--- config.mk ---
export PLATFORM = sky130hd
export DESIGN_NAME = fio_init_sequencer_flat
export DESIGN_NICKNAME = d
export VERILOG_FILES = /design/src/rtl/fio_init_sequencer_if.sv /design/src/rtl/fio_init_sequencer.sv /design/src/flat_wrapper.sv
export SDC_FILE = /design/constraint.sdc
export NUM_CORES = 1
export LEC_CHECK = 0
export ABC_CLOCK_PERIOD_IN_PS = 2200
export CAP_MARGIN = 10
export CORE_AREA = 2 2 361 363
export CTS_BUF_LIST = sky130_fd_sc_hd__clkbuf_8
export CTS_CLUSTER_SIZE = 28
export DETAILED_ROUTE_END_ITERATION = 8
export DIE_AREA = 0 0 363 365
export GPL_TIMING_DRIVEN = 0
export SYNTH_ARGS = -nofsm -noshare
export SYNTH_HDL_FRONTEND = slang
export SYNTH_SLANG_ARGS = --single-unit
export TNS_END_PERCENT = 1
--- constraint.sdc ---
create_clock -name clk -period 2.2 [get_ports clk]
set_clock_uncertainty 0.15 [all_clocks]
set_input_delay 0.55 -clock clk [delete_from_list [all_inputs] [get_ports clk]]
set_output_delay 0.55 -clock clk [all_outputs]
set_load 0.02 [all_outputs]
--- src/rtl/fio_init_sequencer_if.sv ---
// Host word stream and MEM dump stream between the host and fio_init_sequencer.
// The sequencer connects through the slave modport and the host side uses master.
interface fio_init_sequencer_if;
    logic         host_valid;
    logic         host_ready;
    logic [31:0]  host_data;
    logic         dump_valid;
    logic         dump_ready;
    logic [255:0] dump_data;

    modport master (
        output host_valid, host_data, dump_ready,
        input  host_ready, dump_valid, dump_data
    );

    modport slave (
        input  host_valid, host_data, dump_ready,
        output host_ready, dump_valid, dump_data
    );
endinterface

--- src/rtl/fio_init_sequencer.sv ---
// Loads TM table, ICache, MEM lines and latency table from one host stream, runs the TM,
// then optionally dumps MEM back to the host. Define FIO_DUMP_EN to build the DUMP state.
module fio_init_sequencer #(
    parameter int TM_DEPTH    = 8,
    parameter int IC_DEPTH    = 4096,
    parameter int MEM_DEPTH   = 256,
    parameter int SHMEM_DEPTH = 256,
    parameter int LAT_DEPTH   = 256,
    parameter int RD_LAT      = 2,
    localparam int AW = $clog2(MEM_DEPTH + SHMEM_DEPTH),
    localparam int CW = (MEM_DEPTH > 1) ? $clog2(MEM_DEPTH) : 1
) (
    input  logic                  clk,
    input  logic                  rst,
    input  logic                  go,
    fio_init_sequencer_if.slave   bus,
    output logic [3:0]            phase,
    output logic                  done,
    output logic                  Write_Enable_FIO_TM,
    output logic [28:0]           Write_Data_FIO_TM,
    output logic                  start_FIO_TM,
    output logic                  clear_FIO_TM,
    input  logic                  finished_TM_FIO,
    output logic                  FileIO_Wen_ICache,
    output logic [11:0]           FileIO_Addr_ICache,
    output logic [31:0]           FileIO_Din_ICache,
    output logic                  FIO_MEMWRITE,
    output logic [AW-1:0]         FIO_ADDR,
    output logic [255:0]          FIO_WRITE_DATA,
    input  logic [255:0]          FIO_READ_DATA,
    output logic                  FIO_CACHE_LAT_WRITE,
    output logic [4:0]            FIO_CACHE_LAT_VALUE,
    output logic [CW-1:0]         FIO_CACHE_MEM_ADDR
);

    typedef enum logic [3:0] {
        IDLE   = 4'd0,
        LD_TM  = 4'd1,
        LD_IC  = 4'd2,
        LD_MEM = 4'd3,
        LD_LAT = 4'd4,
        RUN    = 4'd5,
        WAIT   = 4'd6,
        DUMP   = 4'd7,
        DONE   = 4'd8
    } state_t;

    localparam int MAX_AB = (TM_DEPTH > IC_DEPTH) ? TM_DEPTH : IC_DEPTH;
    localparam int MAX_CD = (MEM_DEPTH > LAT_DEPTH) ? MEM_DEPTH : LAT_DEPTH;
    localparam int MAXD   = (MAX_AB > MAX_CD) ? MAX_AB : MAX_CD;
    localparam int NW     = $clog2(MAXD + 1);
    localparam int LW     = (RD_LAT > 0) ? $clog2(RD_LAT + 1) : 1;

    localparam logic [NW-1:0] TM_LAST  = NW'(TM_DEPTH - 1);
    localparam logic [NW-1:0] IC_LAST  = NW'(IC_DEPTH - 1);
    localparam logic [NW-1:0] MEM_LAST = NW'(MEM_DEPTH - 1);
    localparam logic [NW-1:0] LAT_LAST = NW'(LAT_DEPTH - 1);
    localparam logic [LW-1:0] RD_WAIT  = LW'(RD_LAT);

    state_t         state_q, state_d;
    logic [NW-1:0]  idx_q, idx_d;
    logic [2:0]     word_q, word_d;
    logic [255:0]   pack_q, pack_d;
    logic [LW-1:0]  wait_q, wait_d;
    logic           tm_we_q, tm_we_d;
    logic [28:0]    tm_data_q, tm_data_d;
    logic           clear_q, clear_d;
    logic           start_q, start_d;
    logic           ic_wen_q, ic_wen_d;
    logic [11:0]    ic_addr_q, ic_addr_d;
    logic [31:0]    ic_din_q, ic_din_d;
    logic           memwrite_q, memwrite_d;
    logic [AW-1:0]  fio_addr_q, fio_addr_d;
    logic [255:0]   fio_wdata_q, fio_wdata_d;
    logic           lat_we_q, lat_we_d;
    logic [4:0]     lat_val_q, lat_val_d;
    logic [CW-1:0]  lat_addr_q, lat_addr_d;
    logic           dump_valid_q, dump_valid_d;
    logic [255:0]   dump_data_q, dump_data_d;
    logic           beat;

    assign bus.host_ready = (state_q == LD_TM) || (state_q == LD_IC) ||
                            (state_q == LD_MEM) || (state_q == LD_LAT);
    assign beat = bus.host_valid && bus.host_ready;

    // Every target write is registered: the beat computes strobe/addr/data for the next cycle.
    always_comb begin
        state_d      = state_q;
        idx_d        = idx_q;
        word_d       = word_q;
        pack_d       = pack_q;
        wait_d       = wait_q;
        tm_we_d      = 1'b0;
        tm_data_d    = tm_data_q;
        clear_d      = 1'b0;
        start_d      = start_q;
        ic_wen_d     = 1'b0;
        ic_addr_d    = ic_addr_q;
        ic_din_d     = ic_din_q;
        memwrite_d   = 1'b0;
        fio_addr_d   = fio_addr_q;
        fio_wdata_d  = fio_wdata_q;
        lat_we_d     = 1'b0;
        lat_val_d    = lat_val_q;
        lat_addr_d   = lat_addr_q;
        dump_valid_d = dump_valid_q;
        dump_data_d  = dump_data_q;

        case (state_q)
            IDLE, DONE: begin
                if (go) begin
                    clear_d = 1'b1;
                    idx_d   = '0;
                    state_d = LD_TM;
                end
            end
            LD_TM: begin
                if (beat) begin
                    tm_we_d   = 1'b1;
                    tm_data_d = bus.host_data[28:0];
                    if (idx_q == TM_LAST) begin
                        idx_d   = '0;
                        state_d = LD_IC;
                    end else begin
                        idx_d = idx_q + 1'b1;
                    end
                end
            end
            LD_IC: begin
                if (beat) begin
                    ic_wen_d  = 1'b1;
                    ic_addr_d = 12'(idx_q);
                    ic_din_d  = bus.host_data;
                    if (idx_q == IC_LAST) begin
                        idx_d   = '0;
                        word_d  = '0;
                        state_d = LD_MEM;
                    end else begin
                        idx_d = idx_q + 1'b1;
                    end
                end
            end
            LD_MEM: begin
                if (beat) begin
                    pack_d[{word_q, 5'd0} +: 32] = bus.host_data;
                    if (word_q == 3'd7) begin
                        memwrite_d  = 1'b1;
                        fio_addr_d  = AW'(idx_q);
                        fio_wdata_d = {bus.host_data, pack_q[223:0]};
                        word_d      = '0;
                        if (idx_q == MEM_LAST) begin
                            idx_d   = '0;
                            state_d = LD_LAT;
                        end else begin
                            idx_d = idx_q + 1'b1;
                        end
                    end else begin
                        word_d = word_q + 1'b1;
                    end
                end
            end
            LD_LAT: begin
                if (beat) begin
                    lat_we_d   = 1'b1;
                    lat_val_d  = bus.host_data[4:0];
                    lat_addr_d = CW'(idx_q);
                    if (idx_q == LAT_LAST) begin
                        idx_d   = '0;
                        state_d = RUN;
                    end else begin
                        idx_d = idx_q + 1'b1;
                    end
                end
            end
            RUN: begin
                start_d = 1'b1;
                state_d = WAIT;
            end
            WAIT: begin
                if (finished_TM_FIO) begin
                    start_d = 1'b0;
`ifdef FIO_DUMP_EN
                    idx_d      = '0;
                    wait_d     = '0;
                    fio_addr_d = '0;
                    state_d    = DUMP;
`else
                    state_d = DONE;
`endif
                end
            end
`ifdef FIO_DUMP_EN
            // Address is held for RD_LAT cycles, then the read word is captured and offered.
            DUMP: begin
                if (!dump_valid_q) begin
                    if (wait_q == RD_WAIT) begin
                        dump_valid_d = 1'b1;
                        dump_data_d  = FIO_READ_DATA;
                    end else begin
                        wait_d = wait_q + 1'b1;
                    end
                end else if (bus.dump_ready) begin
                    dump_valid_d = 1'b0;
                    if (idx_q == MEM_LAST) begin
                        state_d = DONE;
                    end else begin
                        idx_d      = idx_q + 1'b1;
                        fio_addr_d = AW'(idx_q + 1'b1);
                        wait_d     = '0;
                    end
                end
            end
`endif
            default: state_d = IDLE;
        endcase
    end

    always_ff @(posedge clk) begin
        if (rst) begin
            state_q      <= IDLE;
            idx_q        <= '0;
            word_q       <= '0;
            pack_q       <= '0;
            wait_q       <= '0;
            tm_we_q      <= 1'b0;
            tm_data_q    <= '0;
            clear_q      <= 1'b0;
            start_q      <= 1'b0;
            ic_wen_q     <= 1'b0;
            ic_addr_q    <= '0;
            ic_din_q     <= '0;
            memwrite_q   <= 1'b0;
            fio_addr_q   <= '0;
            fio_wdata_q  <= '0;
            lat_we_q     <= 1'b0;
            lat_val_q    <= '0;
            lat_addr_q   <= '0;
            dump_valid_q <= 1'b0;
            dump_data_q  <= '0;
        end else begin
            state_q      <= state_d;
            idx_q        <= idx_d;
            word_q       <= word_d;
            pack_q       <= pack_d;
            wait_q       <= wait_d;
            tm_we_q      <= tm_we_d;
            tm_data_q    <= tm_data_d;
            clear_q      <= clear_d;
            start_q      <= start_d;
            ic_wen_q     <= ic_wen_d;
            ic_addr_q    <= ic_addr_d;
            ic_din_q     <= ic_din_d;
            memwrite_q   <= memwrite_d;
            fio_addr_q   <= fio_addr_d;
            fio_wdata_q  <= fio_wdata_d;
            lat_we_q     <= lat_we_d;
            lat_val_q    <= lat_val_d;
            lat_addr_q   <= lat_addr_d;
            dump_valid_q <= dump_valid_d;
            dump_data_q  <= dump_data_d;
        end
    end

`ifdef FIO_DUMP_EN
    assign bus.dump_valid = dump_valid_q;
    assign bus.dump_data  = dump_data_q;
`else
    logic unused_dump;
    assign unused_dump    = ^{FIO_READ_DATA, bus.dump_ready, dump_valid_q, dump_data_q};
    assign bus.dump_valid = 1'b0;
    assign bus.dump_data  = '0;
`endif

    assign phase               = state_q;
    assign done                = (state_q == DONE);
    assign Write_Enable_FIO_TM = tm_we_q;
    assign Write_Data_FIO_TM   = tm_data_q;
    assign start_FIO_TM        = start_q;
    assign clear_FIO_TM        = clear_q;
    assign FileIO_Wen_ICache   = ic_wen_q;
    assign FileIO_Addr_ICache  = ic_addr_q;
    assign FileIO_Din_ICache   = ic_din_q;
    assign FIO_MEMWRITE        = memwrite_q;
    assign FIO_ADDR            = fio_addr_q;
    assign FIO_WRITE_DATA      = fio_wdata_q;
    assign FIO_CACHE_LAT_WRITE = lat_we_q;
    assign FIO_CACHE_LAT_VALUE = lat_val_q;
    assign FIO_CACHE_MEM_ADDR  = lat_addr_q;

endmodule

--- src/flat_wrapper.sv ---
// flat-port wrapper written by rule: the top's interface ports become plain ports
module fio_init_sequencer_flat 
#(
    parameter int TM_DEPTH    = 8,
    parameter int IC_DEPTH    = 4096,
    parameter int MEM_DEPTH   = 256,
    parameter int SHMEM_DEPTH = 256,
    parameter int LAT_DEPTH   = 256,
    parameter int RD_LAT      = 2,
    localparam int AW = $clog2(MEM_DEPTH + SHMEM_DEPTH),
    localparam int CW = (MEM_DEPTH > 1) ? $clog2(MEM_DEPTH) : 1
)
  (clk, rst, go, phase, done, Write_Enable_FIO_TM, Write_Data_FIO_TM, start_FIO_TM, clear_FIO_TM, finished_TM_FIO, FileIO_Wen_ICache, FileIO_Addr_ICache, FileIO_Din_ICache, FIO_MEMWRITE, FIO_ADDR, FIO_WRITE_DATA, FIO_READ_DATA, FIO_CACHE_LAT_WRITE, FIO_CACHE_LAT_VALUE, FIO_CACHE_MEM_ADDR, bus_host_valid, bus_host_data, bus_dump_ready, bus_host_ready, bus_dump_valid, bus_dump_data);
  fio_init_sequencer_if bus_i ();
  input  logic clk;
  input  logic rst;
  input  logic go;
  output logic [3:0] phase;
  output logic done;
  output logic Write_Enable_FIO_TM;
  output logic [28:0] Write_Data_FIO_TM;
  output logic start_FIO_TM;
  output logic clear_FIO_TM;
  input  logic finished_TM_FIO;
  output logic FileIO_Wen_ICache;
  output logic [11:0] FileIO_Addr_ICache;
  output logic [31:0] FileIO_Din_ICache;
  output logic FIO_MEMWRITE;
  output logic [AW-1:0] FIO_ADDR;
  output logic [255:0] FIO_WRITE_DATA;
  input  logic [255:0] FIO_READ_DATA;
  output logic FIO_CACHE_LAT_WRITE;
  output logic [4:0] FIO_CACHE_LAT_VALUE;
  output logic [CW-1:0] FIO_CACHE_MEM_ADDR;
  input wire logic [$bits(bus_i.host_valid)-1:0] bus_host_valid;
  input wire logic [$bits(bus_i.host_data)-1:0] bus_host_data;
  input wire logic [$bits(bus_i.dump_ready)-1:0] bus_dump_ready;
  output wire logic [$bits(bus_i.host_ready)-1:0] bus_host_ready;
  output wire logic [$bits(bus_i.dump_valid)-1:0] bus_dump_valid;
  output wire logic [$bits(bus_i.dump_data)-1:0] bus_dump_data;
  assign bus_i.host_valid = bus_host_valid;
  assign bus_i.host_data = bus_host_data;
  assign bus_i.dump_ready = bus_dump_ready;
  assign bus_host_ready = bus_i.host_ready;
  assign bus_dump_valid = bus_i.dump_valid;
  assign bus_dump_data = bus_i.dump_data;
  fio_init_sequencer #(.TM_DEPTH(TM_DEPTH), .IC_DEPTH(IC_DEPTH), .MEM_DEPTH(MEM_DEPTH), .SHMEM_DEPTH(SHMEM_DEPTH), .LAT_DEPTH(LAT_DEPTH), .RD_LAT(RD_LAT)) u_core (.clk(clk), .rst(rst), .go(go), .bus(bus_i), .phase(phase), .done(done), .Write_Enable_FIO_TM(Write_Enable_FIO_TM), .Write_Data_FIO_TM(Write_Data_FIO_TM), .start_FIO_TM(start_FIO_TM), .clear_FIO_TM(clear_FIO_TM), .finished_TM_FIO(finished_TM_FIO), .FileIO_Wen_ICache(FileIO_Wen_ICache), .FileIO_Addr_ICache(FileIO_Addr_ICache), .FileIO_Din_ICache(FileIO_Din_ICache), .FIO_MEMWRITE(FIO_MEMWRITE), .FIO_ADDR(FIO_ADDR), .FIO_WRITE_DATA(FIO_WRITE_DATA), .FIO_READ_DATA(FIO_READ_DATA), .FIO_CACHE_LAT_WRITE(FIO_CACHE_LAT_WRITE), .FIO_CACHE_LAT_VALUE(FIO_CACHE_LAT_VALUE), .FIO_CACHE_MEM_ADDR(FIO_CACHE_MEM_ADDR));
endmodule
==> results of run 1 <==
## power by group
group | total, mW | switching, mW | leakage (nW) | internal (mW)
Combinational | 4.45 | 2.89 | 8.78 | 1.56
Sequential | 11.3 | 0.156 | 4.85 | 11.1
Clock | 11.1 | 4.97 | 1.25 | 6.16
## area by class of cell
cell class	count	area, sq um
sequential	601	12050
fill	13891	93800
antenna	15	37.54
inverter	4	18.77
clock buffer	130	1789
tap	1675	2096
multi-input combinational	2121	9960
buffer	508	3955
timing repair buffer	436	4464
clock inverter	61	488.0
## worst reg2reg max path: cells and delay by family, from the launching register on
kind            cells  cell delay [ns]
compound gates      1             0.17
fa+ha+maj           2             0.49
buf+inv             5             0.71
flops               1             0.43
simple gates        3             0.51
## synthesized netlist by cell type, types with 2 or more instances
cell type,instances
buf_4,275
xnor2_1,3
a22oi_1,14
nor3b_1,2
o21bai_1,2
buf_1,8
nand2_1,967
and3_1,3
nor4b_1,4
nor2_1,61
a21oi_1,558
nor2b_1,3
and4_1,3
or4_1,2
dfxtp_1,601
clkbuf_1,126
nand4_1,2
nand2_2,2
mux2i_1,17
ha_1,7
nand3_1,163
and2_1,11
inv_1,4
buf_2,71
xor2_1,8
nor3_1,5
nor4bb_1,2
buf_6,29
nand2b_1,4
o21a_1,2
## routing by layer
metal | global-route usage | up-vias | routed length [um]
met4 | 0.06842 | 0 | 4119
met5 | 0.003268 | - | 0
met3 | 0.05693 | 201 | 11270
met2 | 0.2629 | 1033 | 51760
li1 | - | 10812 | -
met1 | 0.2284 | 10848 | 52850
## state kept, by name, summed over array words and instances (netlist names)
register,flops
u_core.start_FIO_TM,1
u_core.FIO_CACHE_LAT_VALUE,5
u_core.pack_q,224
u_core.Write_Enable_FIO_TM,1
u_core.FIO_CACHE_MEM_ADDR,8
u_core.clear_FIO_TM,1
u_core.FIO_MEMWRITE,1
u_core.FileIO_Addr_ICache,12
u_core.FileIO_Din_ICache,32
u_core.word_q,3
u_core.FIO_ADDR,9
u_core.FileIO_Wen_ICache,1
u_core.idx_q,13
u_core.FIO_WRITE_DATA,256
u_core.Write_Data_FIO_TM,29
u_core.phase,4
u_core.FIO_CACHE_LAT_WRITE,1
## through the flow
stage	TNS, ns	instances	power [mW]	area (sq um)
3_5_place_dp	-643.22	5313	15.64	31350
4_1_cts	-138.48	5528	26.94	34110
2_1_floorplan	-8.453	3235	13.92	24710
6_report	-70.67	5551	26.85	34860
3_3_place_gp	-684.58	5281	15.45	30520
5_1_grt	-130.24	5541	27.88	34830
## repair_timing
action                                 4_1_cts  5_1_grt
endpoints found under the hold margin       18        0
gates cloned                                 2        6
resized for setup                          971      468
setup endpoints to repair                  957      744
buffers inserted                            15        3
hold buffers                                 7        0
pin swaps                                   17       32
## cell families after synthesis
kind of cell | synth area share
adders and majority gates | 0.003689
other | 0.0001579
muxes | 0.007799
DFF | 0.5067
xor gates and xnor gates | 0.004058
and+or+nand+nor | 0.2139
buffers and inverters | 0.1375
AOI/OAI and AO/OA | 0.1262
## path summary, 6_finish.rpt
check | from | endpoint | depth (start not counted)
worst min register to register | u_core.pack_q[131] | u_core.FIO_WRITE_DATA[131] | 2
worst max-delay path | u_core.word_q[0] | u_core.pack_q[94] | 11
worst max register to register | u_core.word_q[0] | u_core.pack_q[94] | 11
worst min-delay path | bus_host_data[27] | u_core.pack_q[27] | 3
==> metrics.md, run 1 <==
| Metric | Value |
|---|---|
| Outcome | finished, violations left |
| Failing checks | negative setup slack |
| Core area | 128700 sq um |
| Yosys reg bits | approximately 600 |
| Number of synthesis warnings | 0 |
| Initial DRT Pass Iterations | 5 |
| Max Cap Viol | 0 |
| Register area share after synthesis | 0.5067 |
| Routability congestion estimate | 0.8462 |
| Fin. max-slew vios | 0 |
| Worst hold path type | in -> reg |
| Die footprint | 132500 sq um |
| RSZ-0062 raised after global routing | yes |
| Maximum VDD drop | 0.4703 mV |
| Initial drt markers | 1640 |
| Crit path launch type | flip-flop |
| Final setup vio count | 536 |
| Cells after Synth | approximately 3.0k |
| Post-route setup slack | -0.3130 ns |
| DR WL/cell | 21.62 um |
| Post-synth top area share | 0.5067 |
| R2R Setup Slk | -0.31 ns |
| CP Capture Type | flip-flop |
| Clock Pin Slew Worst Setup and Hold Paths | around 0.060 ns |
| Grt total ovfl | 0 |
| Slew margin rel. | 0.1419 |
| Chip height | 365 um |
| Final antenna-violating net count | 0 |
| First-pass GRT wire length | 161700 um |
| Rows | ~130 |
| Drt drc | 0 |
| Initial core utilization | 0.1845 |
| Largest net degree at the start of global routing | 15 |
| Die X | 363 um |
| CP max FO | 7 |
| Post-DP HPWL | 90710 um |
| # port buffers | approximately 370 |
| Synth top area cells | dfxtp_1 (51%), nand2_1 (15%), a21oi_1 (12%), buf_4 (8.7%), nand3_1 (3.4%) |
| H-tree lvl count | 3 |
| Synthesized cell area | 23740 sq um |
| Prevailing post-synth register cell | dfxtp_1 |
| CP Class | reg -> reg |
| Final Critical Period | 2.513 ns |
| PD cells | 770.3 nW/um^2 |
| Overall global routing resource usage | 0.1743 |
| Worst-Margin Slew | between 1 and 1.5 ns |
| Clock Sink Count | 601 |
| Vias in the first global route | 21.33k |
| I/O pin count | 914 |
| Synthesized area per cell | 7.970 sq um |
| Antenna violations before repair | 15 |
| Critical path's top delay family | buffers and inverters |
| Most common library cell in the layout ignoring fill and taps | nand2_1 |
| Fin crit share | 1.142 |
| CTS max path bufs | 3 |
| Cell taking the most area after synthesis | dfxtp_1 |
| Post-synth cell types | 50 |
| Routed WL | 120000 um |
| Leakage | 14.87 nW |
| Area growth syn-to-layout | 46.82% |
| Fmax | 397.9 MHz |
| TritonCTS clock tree | done |
| Post-synthesis async set-or-reset flop share | 0 |
| Crit path cell chain | clkinvlp_4 > ha_4 > ha_4 > and4_4 > buf_12 > buf_12 > and2_4 > buf_12 > clkbuf_16 > nand3_2 > a21oi_2 |
| Hold_ws | between 0.1 and 0.15 ns |
| Clk root buf | clkbuf_8 |
| Via density | 4.124 |
| Vias | 22.89k |
| Post-synth EDFFs | 0 |
| WP data required | ~2.7 ns |
| Endpoints failing hold | 0 |
| CP Data Arrival Time | 3.05 ns |
| Commonest non-fill, non-tap cells in the layout | nand2_1 (937), dfxtp_1 (592), a21oi_1 (517) |
| Pre-CTS setup slack | -2.066 ns |
| Final #Nets | ~4.1k |
| Buf+Inv Stages, Crit Path | 5 |
| Slowest Stage Delay on Critical Path | 0.43 ns |
| Core Util, Final | 0.2709 |
| Share of cells above drive strength 1 | 0.2784 |
| Most used cell, CP | buf_12 |
| Skew-Pair Late Insertion Delay | roughly 0.8 ns |
| Slowest CP cell | dfxtp_4 |
| Total CTS buffers | about 110 |
No activity file was read; power rests on OpenSTA's default activity.
==> run 2: changes to the inputs <==
Settings changed: ABC_CLOCK_PERIOD_IN_PS 2200 to unset.
==> results of run 2 <==
Same layout as run 1: the final DEF is identical, and so are final timing and power.
==> run 3: changes to the inputs <==
Settings changed: CTS_BUF_LIST sky130_fd_sc_hd__clkbuf_8 to sky130_fd_sc_hd__clkbuf_4, GPL_TIMING_DRIVEN 0 to unset.
==> run 3 against run 2 <==
The flow still finishes with violations (negative setup slack). Critical path depth down 7. First-iteration DRC count grew 1.0%. Register-to-register slack improved by 0.13 ns. Count of clock-buffer cells in the layout increased by 116. Clock power about the same. Sequential power about the same. Critical path type is now reg -> out. Largest power group unchanged.
==> metrics.md, run 3 (same netlist as run 1, synthesis figures left out) <==
| Metric | Value |
|---|---|
| Final antenna-violating net count | 0 (unchanged) |
| Cell Int Power | 18.36 mW (-2.5%) |
| Reg-to-Reg End | u_core.pack_q[4] |
| Endpoints failing hold | 0 (unchanged) |
| Initial drt markers | 1657 (+1.0%) |
| Area growth syn-to-layout | 39.80% |
| TritonCTS clock tree | done |
| Drt drc | 0 (unchanged) |
| Routed WL | 103100 um (-14%) |
| Fin crit share | 1.246 (+0.1035) |
| Die X | 363 um (unchanged) |
| Max reg flops | 256 (unchanged) |
| Core area | 128700 sq um (unchanged) |
| Worst-Margin Slew | 0.5914 ns (-0.6957 ns) |
| Outcome | finished, violations left |
| Maximum VDD drop | 0.4792 mV (+1.9%) |
| I/O pin count | 914 (unchanged) |
| Largest net degree at the start of global routing | 110 (+95) |
| Chip height | 365 um (unchanged) |
| R2R cell count | 9 (-2) |
| Max Cap Viol | 0 (unchanged) |
| CP Capture Type | output pin |
| Hold Path Cell Cnt | 4 (+1) |
| Fin. max-slew vios | 0 (unchanged) |
| Final instance area | 33190 sq um (-4.8%) |
| RSZ-0062 raised after global routing | yes |
| Seq. cell area | 12380 sq um (+2.8%) |
| Fillers | 13.90k (+0.072%) |
| Final #Nets | 3838 (-5.9%) |
| Slowest CP cell | dfxtp_2 |
| Skew-Pair Late Insertion Delay | 1.12 ns (+0.33 ns) |
| Post-route setup slack | -0.5407 ns (-0.2277 ns) |
| Crit path cell chain | buf_8 > o21a_1 > nor3_2 > buf_4 |
| Logic pwr share | 0.158 (-0.008) |
| Most common library cell in the layout ignoring fill and taps | nand2_1 |
| Grt total ovfl | 0 (unchanged) |
| WP data required | 1.50 ns (-1.23 ns) |
| CP Class | reg -> out |
| Crit path launch type | flip-flop |
| Clk root buf | clkbuf_4 |
| First-pass GRT wire length | 142400 um (-12%) |
| H-tree lvl count | 4 (+1) |
| Failing checks | negative setup slack |
| R2r startpoint | u_core.word_q[0] |
| CTS max path bufs | 3 (unchanged) |
| Commonest non-fill, non-tap cells in the layout | nand2_1 (965), a21oi_1 (558), dfxtp_1 (338) |
| DR WL/cell | 19.28 um (-11%) |
| Slew margin rel. | 0.6057 (+0.4638) |
| PD cells | 791.0 nW/um^2 (+2.7%) |
| Leakage | 12.79 nW (-14%) |
| Clock Sink Count | 601 (unchanged) |
| Pre-CTS setup slack | -0.6776 ns (+1.389 ns) |
| Buf+Inv Stages, Crit Path | 2 (-3) |
| Hold path start | bus_host_valid |
| # port buffers | 399 (+7.5%) |
| Post-DP HPWL | 67740 um (-25%) |
| Dpl cells | 4997 (-5.9%) |
| Area of the multi-input gates | 9525 sq um (-4.4%) |
| Slowest Stage Delay on Critical Path | 0.33 ns (-0.10 ns) |
| CP Data Arrival Time | 2.04 ns (-1.01 ns) |
| Via density | 4.069 (-1.3%) |
| Hold endpoint | u_core.word_q[2] |
| Switching Share | 0.3007 (+0.002167) |
| Total CTS buffers | 169 (+61%) |
| Fmax | 364.9 MHz (-8.3%) |
| DP Area | 29870 sq um (-4.7%) |
| Clock share of power | 0.412 (-0.003) |
| CP max FO | 5 (-2) |
| Initial core utilization | 0.1845 (unchanged) |
| Rows | 132 (unchanged) |
| Final setup vio count | 816 (+52%) |
| Overall power | 26.26 mW (-2.2%) |
| Critical path's top delay family | flip-flops |
| R2R Setup Slk | -0.18 ns (+0.13 ns) |
| Initial DRT Pass Iterations | 7 (+2) |
| Share of cells above drive strength 1 | 0.2920 (+0.01357) |
| Core Util, Final | 0.2580 (-0.01295) |
| Die footprint | 132500 sq um (unchanged) |
| Layout Cells excl Fill | 5349 (-3.6%) |
| Worst hold path type | in -> reg |
| Vias in the first global route | 20.41k (-4.3%) |
| Antenna violations before repair | 17 (+2) |
| Final Critical Period | 2.741 ns (+0.2277 ns) |
| Flop pwr share | 0.430 (+0.010) |
| Routability congestion estimate | 0.7845 (-7.3%) |
| Vias | 21.77k (-4.9%) |
| Clock Pin Slew Worst Setup and Hold Paths | 0.07 ns (about the same) |
| Overall global routing resource usage | 0.1508 (-0.02345) |
| Psw | 7.894 mW (-1.5%) |
-- run 3: timing repair --
action,4_1_cts,5_1_grt
cloned,0,0
setup buffers,9,1
hold buffers,36,0
pin swaps,1,1
endpoints found under the hold margin,601,0
setup endpoints to repair,869,921
gates resized for setup,1050,965
-- run 3: how the worst max path moves through the flow --
| stage | to | start | slack, ns | depth (start not counted) |
|---|---|---|---|---|
| global route | bus_host_ready | u_core.phase[2] | -0.73 | 4 |
| finish | bus_host_ready | u_core.phase[2] | -0.54 | 4 |
| CTS | done | u_core.phase[1] | -0.73 | 3 |
| global placement | u_core.FIO_WRITE_DATA[82] | bus_host_valid | -0.71 | 9 |
| detailed placement | u_core.FIO_WRITE_DATA[82] | bus_host_valid | -0.68 | 9 |
| floorplan | done | u_core.phase[3] | -0.06 | 2 |
-- run 3: per-layer routing --
metal  wire, um  global-route usage  up-vias
li1           -                   -    10384
met4       2870             0.05850        2
met3       9089             0.04464      150
met5         13                   0        -
met2      45330              0.2311      937
met1      45820              0.1983    10293
-- run 3: through the flow --
step                      TNS, ns  hold slack (ns)
after floorplan            -8.453           0.2821
after global placement    -257.43           0.2867
after detailed placement  -257.50           0.2929
after CTS                 -268.84          0.05387
after global routing      -212.47           0.1080
final                      -72.59           0.2579
-- run 3: power groups by stage --
stage,combinational [mW],clock [mW],sequential [mW]
finish,4.16,10.8,11.3
global route,4.46,11.8,11.3
CTS,4.09,11.2,11.2
detailed placement,4.01,0,11.5
global placement,4.00,0,11.5
floorplan,2.24,0,11.7
-- run 3: final cells by class --
cell class,instances,area share
Antenna cell,13,0.0009801
Multi-Input combinational cell,2121,0.2870
Tap cell,1675,0.06314
Clock inverter,49,0.01138
Sequential cell,601,0.3731
Inverter,4,0.0004524
Timing Repair Buffer,640,0.2083
Clock buffer,246,0.05564
-- run 3: worst register-to-register path, stage by stage, from the launching register on --
cell and delay [ns]:
dfxtp_2 0.33, buf_4 0.16, inv_1 0.07, ha_1 0.19
ha_1 0.32, nor4b_1 0.37, and3_2 0.26, buf_12 0.19
nand2_1 0.13, a21oi_1 0.12
==> variant 1: new RTL, flow settings as in run 3 <==
`tm_data_q` no longer has a reset.
--- a/src/rtl/fio_init_sequencer.sv
+++ b/src/rtl/fio_init_sequencer.sv
@@ -223,7 +223,6 @@
             pack_q       <= '0;
             wait_q       <= '0;
             tm_we_q      <= 1'b0;
-            tm_data_q    <= '0;
             clear_q      <= 1'b0;
             start_q      <= 1'b0;
             ic_wen_q     <= 1'b0;
@@ -244,7 +243,6 @@
             pack_q       <= pack_d;
             wait_q       <= wait_d;
             tm_we_q      <= tm_we_d;
-            tm_data_q    <= tm_data_d;
             clear_q      <= clear_d;
             start_q      <= start_d;
             ic_wen_q     <= ic_wen_d;
@@ -261,6 +259,10 @@
         end
     end
 
+    always_ff @(posedge clk) begin
+        tm_data_q <= tm_data_d;
+    end
+
 `ifdef FIO_DUMP_EN
     assign bus.dump_valid = dump_valid_q;
     assign bus.dump_data  = dump_data_q;
Function: differs if rst is asserted again (counterexample within 4 cycles, from zero or initial values and one cycle with rst high); with rst held inactive, the same outputs for 4 cycles.
==> variant 1 against run 3 <==
The flow still finishes with violations (negative setup slack); die area unchanged; routed wire length is 7.3% lower; non-clock buffer count decreased by 6; fmax fell by 7.3%; design area down 0.89%; synthesized area is 2.1% lower; sequential share of layout area up 1.3 points; worst setup slack lost 0.22 ns; sequential cell count did not move; global-route usage decreased by 1.1 points; total power decreased by 6.3%; critical endpoint unchanged.
==> variant 1: results (changes against run 3) <==
[pwr]
p_int_uw=17400  ; -5.2%
p_seq_share_pct=45.9  ; +2.9 points
irDropWorstVdd_uv=493  ; +2.9%
leakage_uw=0.0126  ; -1.7%

[routing]
met3WireLength_um=8280  ; -8.9%
dr.pass1.iters=6  ; -1
drt_wl_total_um=95600  ; -7.3%
wl_met2_um=42500  ; -6.3%
drt-initial-drc-count=1588  ; -4.2%
wl_per_cell_um=18.3  ; -5.3%
wirelength_met1_um=42000  ; -8.4%

[yosys]
synth_area_leaders=dfxtp_1, nand2_1, a21oi_1, buf_4, edfxtp_1
yosysSeqAreaShare_pct=53.0  ; +2.4 points
yosys.cell_types.count=56  ; +12%
synth_commonest_cells=nand2_1, dfxtp_1, a21oi_1

[global_routing]
met2_usage_pct=21.3  ; -1.8 points
grt_use_met3_pct=4.67  ; +0.21 points
grt_pass1_wl_um=132000  ; -7.0%
antenna_found_initial=20  ; +3
grt_max_degree=97  ; -12%

[sta]
worstMarginPinSlew_ns=0.716  ; +0.125 ns
tns_ns=-105.57  ; -32.97 ns
holdWs_ns=0.247  ; -0.0106 ns
fin_ws_ns=-0.758  ; -0.217 ns
finalSetupViolCount=853  ; +4.5%

[place]
dpl_cell_area_um2=29600  ; -0.74%
dp_cells=4888  ; -2.2%
hpwl_um=63400  ; -6.4%
gp_congestion=0.776  ; -1.0%

[cells_and_area]
fillCellCount=13900  ; -0.086%
nets=3724  ; -3.0%
drive_above_1_share_pct=31.9  ; +2.7 points

[hold_path]
holdPathEnd=u_core.pack_q[102]

[run_status]
violations=negative setup slack
status=finished, violations left

[setup_path]
worstReg2RegStart=u_core.phase[1]
r2r_slack_ns=-0.28  ; -0.10 ns
cp_max_fo=7  ; +2
rr_endpoint=u_core.FIO_WRITE_DATA[204]

[clocking]
numCtsBuffers=164  ; -3.0%
clk_latency_ns=1.10  ; -0.02 ns

## variant 1: kinds of logic (layout without fill, tap and decap cells)
group | count (synthesis) | after routing | synth area share, %
compound gates | 532 | 532 | 11.8
xor+xnor | 10 | 10 | 0.377
fa+ha+maj | 6 | 6 | 0.312
other cells | 1 | 269 | 0.0161
mux | 48 | 48 | 2.07
flops | 601 | 601 | 53.0
buf+inv | 494 | 932 | 12.3
simple gates | 1164 | 1164 | 20.1
## variant 1: layout make-up
| cell class | instances | area, um2 | area share, % |
|---|---|---|---|
| flip-flops and latches | 601 | 12700 | 38.6 |
| multi-input cells | 2017 | 9130 | 27.8 |
| clock buffers | 246 | 1850 | 5.61 |
| well taps | 1675 | 2100 | 6.37 |
| inverters | 7 | 26.3 | 0.0799 |
| clock inverters | 45 | 249 | 0.757 |
| repair buffers | 634 | 6800 | 20.7 |
| diodes | 12 | 30.0 | 0.0913 |
## variant 1: what timing repair did
item | CTS | global route
gates resized for setup | 1022 | 1009
hold buffers | 35 | 0
endpoints found under the hold margin | 599 | 0
pin swaps | 2 | 2
cloned | 0 | 0
setup endpoints to repair | 860 | 873
setup buffers | 8 | 4
## variant 1: how the worst max path moves through the flow
stage                          start            endpoint  slack [ns]  depth (start not counted)
floorplan           u_core.word_q[0]  u_core.pack_q[194]       -0.12                         10
global placement      bus_host_valid  u_core.pack_q[119]       -0.57                          9
detailed placement    bus_host_valid   u_core.pack_q[98]       -0.59                          9
CTS                  u_core.phase[1]      bus_host_ready       -1.01                          5
global route         u_core.phase[0]      bus_host_ready       -1.00                          5
finish               u_core.phase[0]      bus_host_ready       -0.76                          5
## variant 1: critical path, stage by stage (launching register included)
cell and delay (ns):
dfxtp_2 0.32, buf_6 0.13, o21a_1 0.20, or3_4 0.34
inv_2 0.06, buf_6 0.12
==> variant 2: new RTL, flow settings as in run 3 <==
Without the edit above. `MEM_DEPTH` is set to 256 in 2 places; all go to 512.
--- a/src/rtl/fio_init_sequencer.sv
+++ b/src/rtl/fio_init_sequencer.sv
@@ -3,7 +3,7 @@
 module fio_init_sequencer #(
     parameter int TM_DEPTH    = 8,
     parameter int IC_DEPTH    = 4096,
-    parameter int MEM_DEPTH   = 256,
+    parameter int MEM_DEPTH   = 512,
     parameter int SHMEM_DEPTH = 256,
     parameter int LAT_DEPTH   = 256,
     parameter int RD_LAT      = 2,
--- a/src/flat_wrapper.sv
+++ b/src/flat_wrapper.sv
@@ -3,7 +3,7 @@
 #(
     parameter int TM_DEPTH    = 8,
     parameter int IC_DEPTH    = 4096,
-    parameter int MEM_DEPTH   = 256,
+    parameter int MEM_DEPTH   = 512,
     parameter int SHMEM_DEPTH = 256,
     parameter int LAT_DEPTH   = 256,
     parameter int RD_LAT      = 2,
Ports: changed (resized FIO_ADDR and FIO_CACHE_MEM_ADDR); port bits go from 914 to 916. No check against the original RTL was run, so the function may have changed too.
==> variant 2 against run 3 <==
Sequential cell count rose by 2; sequential power is essentially flat; synthesized area decreased by 0.77%; worst setup slack better by 0.021 ns; global-route usage fell by 0.86 points; the run still ends with negative setup slack left; total power is 3.1% lower; design area increased by 0.46%; routed wire length shrank 5.4%.
==> variant 2: results (changes against run 3) <==
[routing]
dr.pass1.iters=5  ; -2
wl_met2_um=43900  ; -3.2%
drt_wl_total_um=97600  ; -5.4%
met3WireLength_um=8950  ; -1.6%
vias=21600  ; -0.56%
wirelength_met1_um=42200  ; -8.0%
drt-initial-drc-count=1631  ; -1.6%
vias_per_cell=4.06  ; -0.11%

[pwr]
irDropWorstVdd_uv=518  ; +8.1%
leakage_uw=0.0129  ; +1.3%
p_sw_share_pct=30.2  ; +0.16 points

[place]
dp_cells=4968  ; -0.58%
dpl_cell_area_um2=30000  ; +0.48%
gp_congestion=0.768  ; -2.1%
pre_cts_ws_ns=-0.623  ; +0.0544 ns
hpwl_um=65600  ; -3.2%
portBuffers=401  ; +0.50%

[yosys]
synth_commonest_cells=nand2_1, dfxtp_1, a21oi_1
yosysSeqAreaShare_pct=51.2  ; +0.57 points
avgSynthCellArea_um2=7.96  ; about the same
synth_area_leaders=dfxtp_1, nand2_1, a21oi_1, buf_4, nand3_1
synthFlopType=dfxtp_1
yosys.cell_types.count=52  ; +4.0%

[global_routing]
antenna_found_initial=16  ; -1
grt_use_met1_pct=18.1  ; -1.7 points
first_global_vias=20100  ; -1.6%
grt_max_degree=91  ; -17%
grt_use_met3_pct=5.07  ; +0.61 points
grt_pass1_wl_um=137000  ; -3.9%
grt.total_usage_pct=14.2  ; -0.86 points
met2_usage_pct=22.2  ; -0.90 points

[setup_path]
cp_slowest_cell=dfxtp_4
slowest_delay_ns=0.36  ; +0.03 ns
cp_max_fo=4  ; -1
arrival_ns=2.02  ; -0.02 ns
cp-startpoint=u_core.phase[1]
worstReg2RegStart=u_core.word_q[1]

[sta]
fin_ws_ns=-0.519  ; +0.0212 ns
max_slew_margin_pct=59.4  ; -1.2 points
finalSetupViolCount=837  ; +2.6%

[cells_and_area]
fillCellCount=13800  ; -0.42%
nets=3812  ; -0.68%
drive_above_1_share_pct=30.4  ; +1.2 points

[clocking]
clk_pin_slew_worst_paths_ns=0.07  ; about the same
numCtsBuffers=171  ; +1.2%
htreeDepth=4  ; unchanged
clk_latency_ns=1.14  ; +0.02 ns

[hold_path]
hp-class=in2reg
worstHoldStart=bus_host_data[5]

[run_status]
violations=negative setup slack
status=finished, violations left

variant 2: final timing paths:
kind | end | slack (ns) | cells past startpoint
worst max-delay path | done | -0.52 | 3
worst min-delay path | u_core.pack_q[133] | 0.20 | 4
worst max register to register | u_core.pack_q[196] | -0.22 | 9
worst min register to register | u_core.FIO_WRITE_DATA[63] | 0.21 | 2
variant 2: layout make-up:
type                    count  area (um2)  share of cell area (%)
diodes                     14        35.0                   0.105
clock buffers             253        1900                    5.70
clock inverters            45         315                   0.946
inverters                   8        30.0                  0.0901
multi-input cells        2099        9520                    28.6
flip-flops and latches    603       12500                    37.3
well taps                1675        2100                    6.29
repair buffers            628        7000                    21.0
variant 2: timing repair:
action / 4_1_cts / 5_1_grt
gates resized for setup: 1048 / 1022
setup endpoints to repair: 844 / 878
buffers inserted: 5 / 4
hold buffers: 36 / 0
gates cloned: 0 / 0
pin swaps: 1 / 1
hold endpoints to repair: 553 / 0
variant 2: kinds of logic (layout without fill, tap and decap cells):
logic type	count (synthesis)	after routing	synth area share, %
AOI/OAI and AO/OA	569	569	12.5
xor gates and xnor gates	11	11	0.409
adders and majority gates	7	7	0.372
buffers and inverters	512	934	12.8
DFF	603	603	51.2
muxes	36	36	1.54
other	1	271	0.0159
and+or+nand+nor	1219	1219	21.1
variant 2: power by group through the flow:
stage / registers (uW) / logic, uW / clock network, uW
after detailed placement: 11500 / 3450 / 0
after CTS: 11300 / 3580 / 11000
after global placement: 11500 / 3430 / 0
after global routing: 11300 / 3840 / 11600
final: 11300 / 3570 / 10600
after floorplan: 11600 / 1920 / 0
variant 2: worst max-delay path: cells and delay by family (launching register included):
family	cells	cell delay, ns
flops	1	0.36
buf+inv	2	0.30
simple gates	1	0.26
